===== src/rtl/serv_bus_arbiter.sv =====
// serv_bus_arbiter: shares one Wishbone-style port between the SERV ibus and dbus.
// Round-robin between the two masters, one transaction per grant, with an
// optional watchdog that ends hung transactions with a synthetic ack.
module serv_bus_arbiter #(
    parameter int AW      = 32,
    parameter int TIMEOUT = 255
) (
    input  logic          clk,
    input  logic          i_rst,
    // instruction bus (read only)
    input  logic [AW-1:0] i_ibus_adr,
    input  logic          i_ibus_cyc,
    output logic [31:0]   o_ibus_rdt,
    output logic          o_ibus_ack,
    // data bus
    input  logic [AW-1:0] i_dbus_adr,
    input  logic [31:0]   i_dbus_dat,
    input  logic [3:0]    i_dbus_sel,
    input  logic          i_dbus_we,
    input  logic          i_dbus_cyc,
    output logic [31:0]   o_dbus_rdt,
    output logic          o_dbus_ack,
    // shared port
    output logic [AW-1:0] o_wb_adr,
    output logic [31:0]   o_wb_dat,
    output logic [3:0]    o_wb_sel,
    output logic          o_wb_we,
    output logic          o_wb_cyc,
    input  logic [31:0]   i_wb_rdt,
    input  logic          i_wb_ack,
    output logic          o_timeout
);

    typedef enum logic [1:0] {
        IDLE  = 2'd0,
        GNT_I = 2'd1,
        GNT_D = 2'd2
    } state_t;

    // Counter is kept one bit wide when the watchdog is disabled so it never
    // collapses to a zero-width vector.
    localparam int            CW       = (TIMEOUT > 0) ? $clog2(TIMEOUT + 1) : 1;
    localparam logic [CW-1:0] CNT_LAST = CW'((TIMEOUT > 0) ? (TIMEOUT - 1) : 0);

    state_t        state_r;
    logic          last_d_r;
    logic [CW-1:0] cnt_r;

    logic          gnt_i_s;
    logic          gnt_d_s;
    logic          gnt_cyc_s;
    logic          timeout_hit_s;

    assign gnt_i_s = (state_r == GNT_I);
    assign gnt_d_s = (state_r == GNT_D);

    // Request line of whichever master currently owns the port.
    always_comb begin
        gnt_cyc_s = 1'b0;
        case (state_r)
            GNT_I:   gnt_cyc_s = i_ibus_cyc;
            GNT_D:   gnt_cyc_s = i_dbus_cyc;
            default: gnt_cyc_s = 1'b0;
        endcase
    end

    // Watchdog fires on the last allowed grant cycle unless the slave acks;
    // a master that already dropped cyc is aborting and gets no ack at all.
    always_comb begin
        if (TIMEOUT > 0) begin
            timeout_hit_s = gnt_cyc_s && (cnt_r == CNT_LAST) && !i_wb_ack;
        end else begin
            timeout_hit_s = 1'b0;
        end
    end

    // Grant FSM, round-robin history and watchdog counter.
    always_ff @(posedge clk or posedge i_rst) begin
        if (i_rst) begin
            state_r  <= IDLE;
            last_d_r <= 1'b0;
            cnt_r    <= '0;
        end else begin
            case (state_r)
                IDLE: begin
                    cnt_r <= '0;
                    if (i_ibus_cyc && i_dbus_cyc) begin
                        state_r <= last_d_r ? GNT_I : GNT_D;
                    end else if (i_dbus_cyc) begin
                        state_r <= GNT_D;
                    end else if (i_ibus_cyc) begin
                        state_r <= GNT_I;
                    end else begin
                        state_r <= IDLE;
                    end
                end
                GNT_I: begin
                    if (!i_ibus_cyc || i_wb_ack || timeout_hit_s) begin
                        state_r  <= IDLE;
                        last_d_r <= 1'b0;
                        cnt_r    <= '0;
                    end else begin
                        cnt_r    <= cnt_r + CW'(1);
                    end
                end
                GNT_D: begin
                    if (!i_dbus_cyc || i_wb_ack || timeout_hit_s) begin
                        state_r  <= IDLE;
                        last_d_r <= 1'b1;
                        cnt_r    <= '0;
                    end else begin
                        cnt_r    <= cnt_r + CW'(1);
                    end
                end
                default: begin
                    state_r <= IDLE;
                    cnt_r   <= '0;
                end
            endcase
        end
    end

    // Shared-port request mux; cyc comes straight from the state register so
    // it has no path from the masters' cyc inputs and drops at once on reset.
    always_comb begin
        o_wb_cyc = 1'b0;
        o_wb_adr = '0;
        o_wb_dat = 32'h0000_0000;
        o_wb_sel = 4'h0;
        o_wb_we  = 1'b0;
        case (state_r)
            GNT_I: begin
                o_wb_cyc = 1'b1;
                o_wb_adr = i_ibus_adr;
                o_wb_dat = 32'h0000_0000;
                o_wb_sel = 4'hf;
                o_wb_we  = 1'b0;
            end
            GNT_D: begin
                o_wb_cyc = 1'b1;
                o_wb_adr = i_dbus_adr;
                o_wb_dat = i_dbus_dat;
                o_wb_sel = i_dbus_sel;
                o_wb_we  = i_dbus_we;
            end
            default: begin
                o_wb_cyc = 1'b0;
            end
        endcase
    end

    // Ack and read-data return: the ack reaches only the granted master in the
    // same cycle; a watchdog ack carries zero data.
    always_comb begin
        o_ibus_ack = gnt_i_s && i_ibus_cyc && (i_wb_ack || timeout_hit_s);
        o_dbus_ack = gnt_d_s && i_dbus_cyc && (i_wb_ack || timeout_hit_s);
        o_timeout  = timeout_hit_s;
        if (timeout_hit_s) begin
            o_ibus_rdt = 32'h0000_0000;
            o_dbus_rdt = 32'h0000_0000;
        end else begin
            o_ibus_rdt = i_wb_rdt;
            o_dbus_rdt = i_wb_rdt;
        end
    end

endmodule

===== config.mk =====
export PLATFORM = sky130hd
export DESIGN_NAME = serv_bus_arbiter
export DESIGN_NICKNAME = d
export VERILOG_FILES = /design/src/rtl/serv_bus_arbiter.sv
export SDC_FILE = /design/constraint.sdc
export NUM_CORES = 1
export LEC_CHECK = 0
export CORE_AREA = 2 2 106 108
export CTS_CLUSTER_DIAMETER = 80
export DETAILED_ROUTE_END_ITERATION = 10
export DIE_AREA = 0 0 108 110
export PLACE_DENSITY = 0.62
export SYNTH_ARGS = -nofsm -noshare
export SYNTH_HDL_FRONTEND = slang
export SYNTH_SLANG_ARGS = --single-unit
export TNS_END_PERCENT = 1

===== constraint.sdc =====
create_clock -name clk -period 2.1 [get_ports clk]
set_input_delay 0.42 -clock clk [delete_from_list [all_inputs] [get_ports clk]]
set_output_delay 0.42 -clock clk [all_outputs]
set_load 0.01 [all_outputs]

; ---- Word-level counts from Yosys, hierarchy flattened
; Index checks and enable logic that the tools add are counted.
[classes]
reduce_logical = 20
addsub = 1
n_eq_ne = 5
magnitude_cmp = 0
shift = 0
bitwise_logic = 0
mul = 0
mux = 20
div = 0
[op_table]
columns = op, count
row1 = $mux 32, 2
row2 = $pmux 32 s2, 1
row3 = $mux 8, 2
row4 = $pmux 8 s2, 1
row5 = $mux 2, 5
row6 = $add 8x1->8 const B, 1
row7 = $eq 8x8->1 const B, 1
row8 = $pmux 4 s2, 1
row9 = $logic_and 1x1->1, 7
row10 = $pmux 2 s3, 1
row11 = $logic_or 1x1->1, 5
row12 = $mux 1, 5
row13 = $ne 2x1->1 const B, 2
row14 = $pmux 1 s2, 2
row15 = $logic_not 1->1, 3
row16 = $reduce_and 3->1, 1
row17 = $eq 2x1->1 const B, 1
row18 = $eq 2x2->1 const B, 1
row19 = $logic_not 2->1, 1
row20 = $reduce_and 2->1, 1
row21 = $reduce_bool 2->1, 1
row22 = $reduce_or 2->1, 1
[totals]
mem_bits_rw = 0
output_inout_bits = 137
in_bits = 138
register_bits = 11
rom_bits = 0
memories = 0
latch_bits = 0
wordCells = 49

; ---- Longest topological paths before layout
[logic_depth]
ltp_word = 7
ltp_mapped = 8

; ---- Worst setup path before layout
; No wires, ideal clock.
[synth_path]
kind = register to output
start = register state_r[0]
end = output port o_ibus_rdt[22]
path_stages_with_launch = 8
path_slack_ns = -0.063
arrival_time_ns = 1.743
t_required_ns = 1.680
path_cell_list = dfrtp_1 inv_1 ha_1 and4_1 and4_4 buf_4 nor2b_1 buf_4
[synth_between]
elab_chain_cells = 5
[synth_lines]
columns = item, line_no
row1 = start: declaration, 45  ; state_t state_r;
row2 = start signal: assignment, 88  ; state_r <= last_d_r ? GNT_I : GNT_D;
row3 = $eq 2x2->1 or $eq 2x1->1 (tied branches), 60  ; case (state_r)
row4 = $pmux 1 s2 (*), 60
row5 = $logic_and 1x1->1 (*) (2 in series), 71  ; timeout_hit_s = gnt_cyc_s && (cnt_r == CNT_LAST) && !i_wb_ack;
row6 = net o_timeout, 31  ; output logic o_timeout
row7 = $mux 32 (*), n/a
row8 = end: declaration, 13  ; output logic [31:0] o_ibus_rdt,
; The timed path passes the listed nets; every way through them passes the cells marked *.

; ---- Worst setup path after layout
[layout_path]
start = register state_r[0]
end = output port o_ibus_rdt[2]
[layout_between]
elab_chain_cells = 5
[layout_lines]
columns = item, line_no
row1 = $eq 2x2->1 or $eq 2x1->1 (tied branches), 60
row2 = $pmux 1 s2 (*), 60
row3 = $logic_and 1x1->1 (*) (2 in series), 71
row4 = $mux 32 (*), 158  ; if (timeout_hit_s) begin
; Every way passes the cells marked *; elsewhere a longest branch is shown, timed or not.

==> run_results.csv <==
group,metric,value,unit
worst_setup_path,start_kind,"register",
clocking,htreeDepth,1,
synth,synth-edff-count,0,
clocking,cts_made_buffers,3,
die,start_util,16.7,%
sta,fin_ws,-0.275,ns
grt,antenna_found_initial,0,
placed_design,place_congestion,0.894,
worst_hold_path,hold_path_class,"in2async",
layout,final_cells,653,
worst_setup_path,cp_slowest_cell,"dfrtp_1",
synth,post-synth-top-area-fraction,15.4,%
layout,diodes,0,
worst_setup_path,cp_cell_sequence,"inv_1 -> ha_1 -> and4_4 -> and4_4 -> buf_12 -> nor2b_1 -> dlygate4sd2_1",
synth,postSynthCellCount,258,
clocking,path_clk_slew,0.05,ns
synth,synth_most_common_cell,"nor2_1",
power,power_density,625,nW/um^2
detailed_routing,drc,0,
sta,max_freq,421,MHz
synth,synth-seq-area-share,15.4,%
layout,drive_gt1_share,33.9,%
grt,grt_pass1_wl,14200,um
detailed_routing,drt_iter0_markers,43,
synth,synth_ff_type,"dfrtp_1",
sta,rsz0062_at_grt,"yes",
sta,drv_slew,0,
die,die_h,110,um
layout,area_delta_synth_final,163,%
placed_design,postPlaceCellArea,4620,um^2
synth,synthTopCellsByArea,"dfrtp_1, buf_4, a22oi_1, and2_1, nor2b_1",
synth,syn_avg_cell_area,6.94,um^2
synth,syn_area,1790,um^2
detailed_routing,ant_nets,0,
sta,fin_crit,2.37,ns
layout,fill_cells,1070,
synth,synthArstFlopShare,100,%
sta,skew,0.00244,ns
die,dieArea,11900,um^2
synth,synthDistinctLibCells,33,
worst_setup_path,cpPeakStageDelay,0.35,ns
job,cap_viol_max_count,0,
worst_setup_path,setup.worst_path.class,"reg2out",
clocking,cts_tree,"yes",
detailed_routing,first_pass_iters,4,
grt,grt_usage,15.2,%
clocking,cts-root-buf,"clkbuf_8",
clocking,cts_buffer_depth,2,
worst_setup_path,critPathTopFamily,"simple AND/OR/NAND/NOR gates",
worst_setup_path,critPathBufInv,3,
grt,grt_pass1_vias,2745,
worst_setup_path,cp_common_cell,"and4_4",
sta,whs,0.493,ns
sta,finalHoldViolCount,0,
grt,gr-total-overflow,0,
die,placementRows,38,
layout,nets,657,
placed_design,dp_hpwl,8080,um
detailed_routing,via_per_inst,4.23,
detailed_routing,finalWirelength,9970,um
sta,worstMarginPinSlew,0.531,ns
placed_design,port_buffers,274,
clocking,cts_setup_buffers,0,
synth,synth_commonest_cells,"nor2_1, buf_4, and2_1",
placed_design,place_inst,645,
worst_setup_path,crit_path_start,"state_r[0]",
die,ios,275,
synth,ys_ff_latch,11,
power,finalPower,2940,uW
sta,finalSetupViolCount,106,
die,core,10700,um^2
clocking,clock_latency,0.24,ns
clocking,cts.sinks,11,
die,die_w,108,um
synth,synth_area_leader_cell,"dfrtp_1",
sta,fin_crit_sh,113,%
power,peakVddDrop,313,uV
grt,grt_max_degree,38,
power,p_leak,0.00213,uW
worst_setup_path,r2r_start,"state_r[0]",
worst_setup_path,crit_required,1.68,ns
run_status,status,"finished with violations",
worst_setup_path,worstSetupEndpointType,"output pin",
layout,finalInstanceArea,4710,um^2
worst_setup_path,path_max_fanout,12,
synth,synth_warnings,0,
synth,syn_nets,401,
sta,maxSlewHeadroom,64.6,%
detailed_routing,vias,2765,
run_status,violations,"setup timing",
worst_setup_path,arrival,1.95,ns
detailed_routing,wire_per_inst,15.3,um
-- timing repair --
item                                    CTS  global route
endpoints found under the setup margin  136           136
cloned                                    3             1
resized for setup                       335            93
pin swaps                                 1             1
hold buffers                              0             0
-- flip-flops by register name (all words and copies together), names as in the netlist --
register / count
cnt_r: 8
state_r: 2
last_d_r: 1
-- report_power, final --
group | internal (uW) | total (uW) | leakage (uW) | switching [uW]
combinational | 1330 | 2480 | 0.00196 | 1140
sequential | 236 | 253 | 0.000151 | 17.0
clock | 133 | 214 | 0.0000228 | 80.5
-- per-layer routing --
metal / part of all wire [%] / GRT usage, %
met1: 35 / 15.1
met2: 54 / 30.6
met3: 10 / 3.82
met4: 1.8 / 4.85
met5: 0 / 0
-- cell families (layout without fill, tap and decap cells) --
logic type | Yosys count | after routing | synth area share, %
and+or+nand+nor | 130 | 130 | 38.9
buffers and inverters | 58 | 313 | 19.6
AOI/OAI and AO/OA | 49 | 49 | 20.1
DFF | 11 | 11 | 15.4
adders and majority gates | 5 | 5 | 3.49
xor gates and xnor gates | 3 | 3 | 1.47
muxes | 2 | 2 | 1.12
-- stage by stage --
step                      utilization, %  setup TNS, ns  setup slack [ns]
after floorplan                        -          -1.59           -0.0626
after global placement              43.2         -42.12            -0.520
after CTS                           44.9         -25.56            -0.296
final                               44.0         -14.87            -0.275
after global routing                44.0         -27.56            -0.371
after detailed placement            43.2         -46.81            -0.548
-- layout by cell type (no fill, tap or decap), types with 9 or more instances in the layout --
master and n:
and2_1 33, a22oi_2 9, a22oi_1 23, dfrtp_1 11
buf_2 33, nor2b_1 14, clkdlybuf4s50_1 137, dlymetal6s2s_1 10
clkdlybuf4s15_2 54, buf_4 18, nor2_1 43, clkbuf_2 20
nor2b_2 17, dlygate4sd2_1 18
-- area by class of cell --
class / instances / area [um^2] / share of cell area [%]
Clock buffer: 4 / 45.0 / 0.956
Inverter: 7 / 26.3 / 0.558
Multi-Input combinational cell: 189 / 1270 / 26.9
Sequential cell: 11 / 275 / 5.84
Tap cell: 140 / 175 / 3.72
Timing Repair Buffer: 302 / 2920 / 62.0
-- path summary, 6_finish.rpt --
path                            endpoint  slack (ns)  cells past startpoint
hold / removal                  cnt_r[0]        0.49                      2
min in group clk                cnt_r[1]        0.54                      2
hold reg to reg                 cnt_r[1]        0.54                      2
setup reg to reg              state_r[0]        0.36                      7
max in group asynchronous       cnt_r[6]        1.31                      2
setup / recovery           o_ibus_rdt[2]       -0.27                      7
Note: power is estimated with default switching activity, not from simulation.
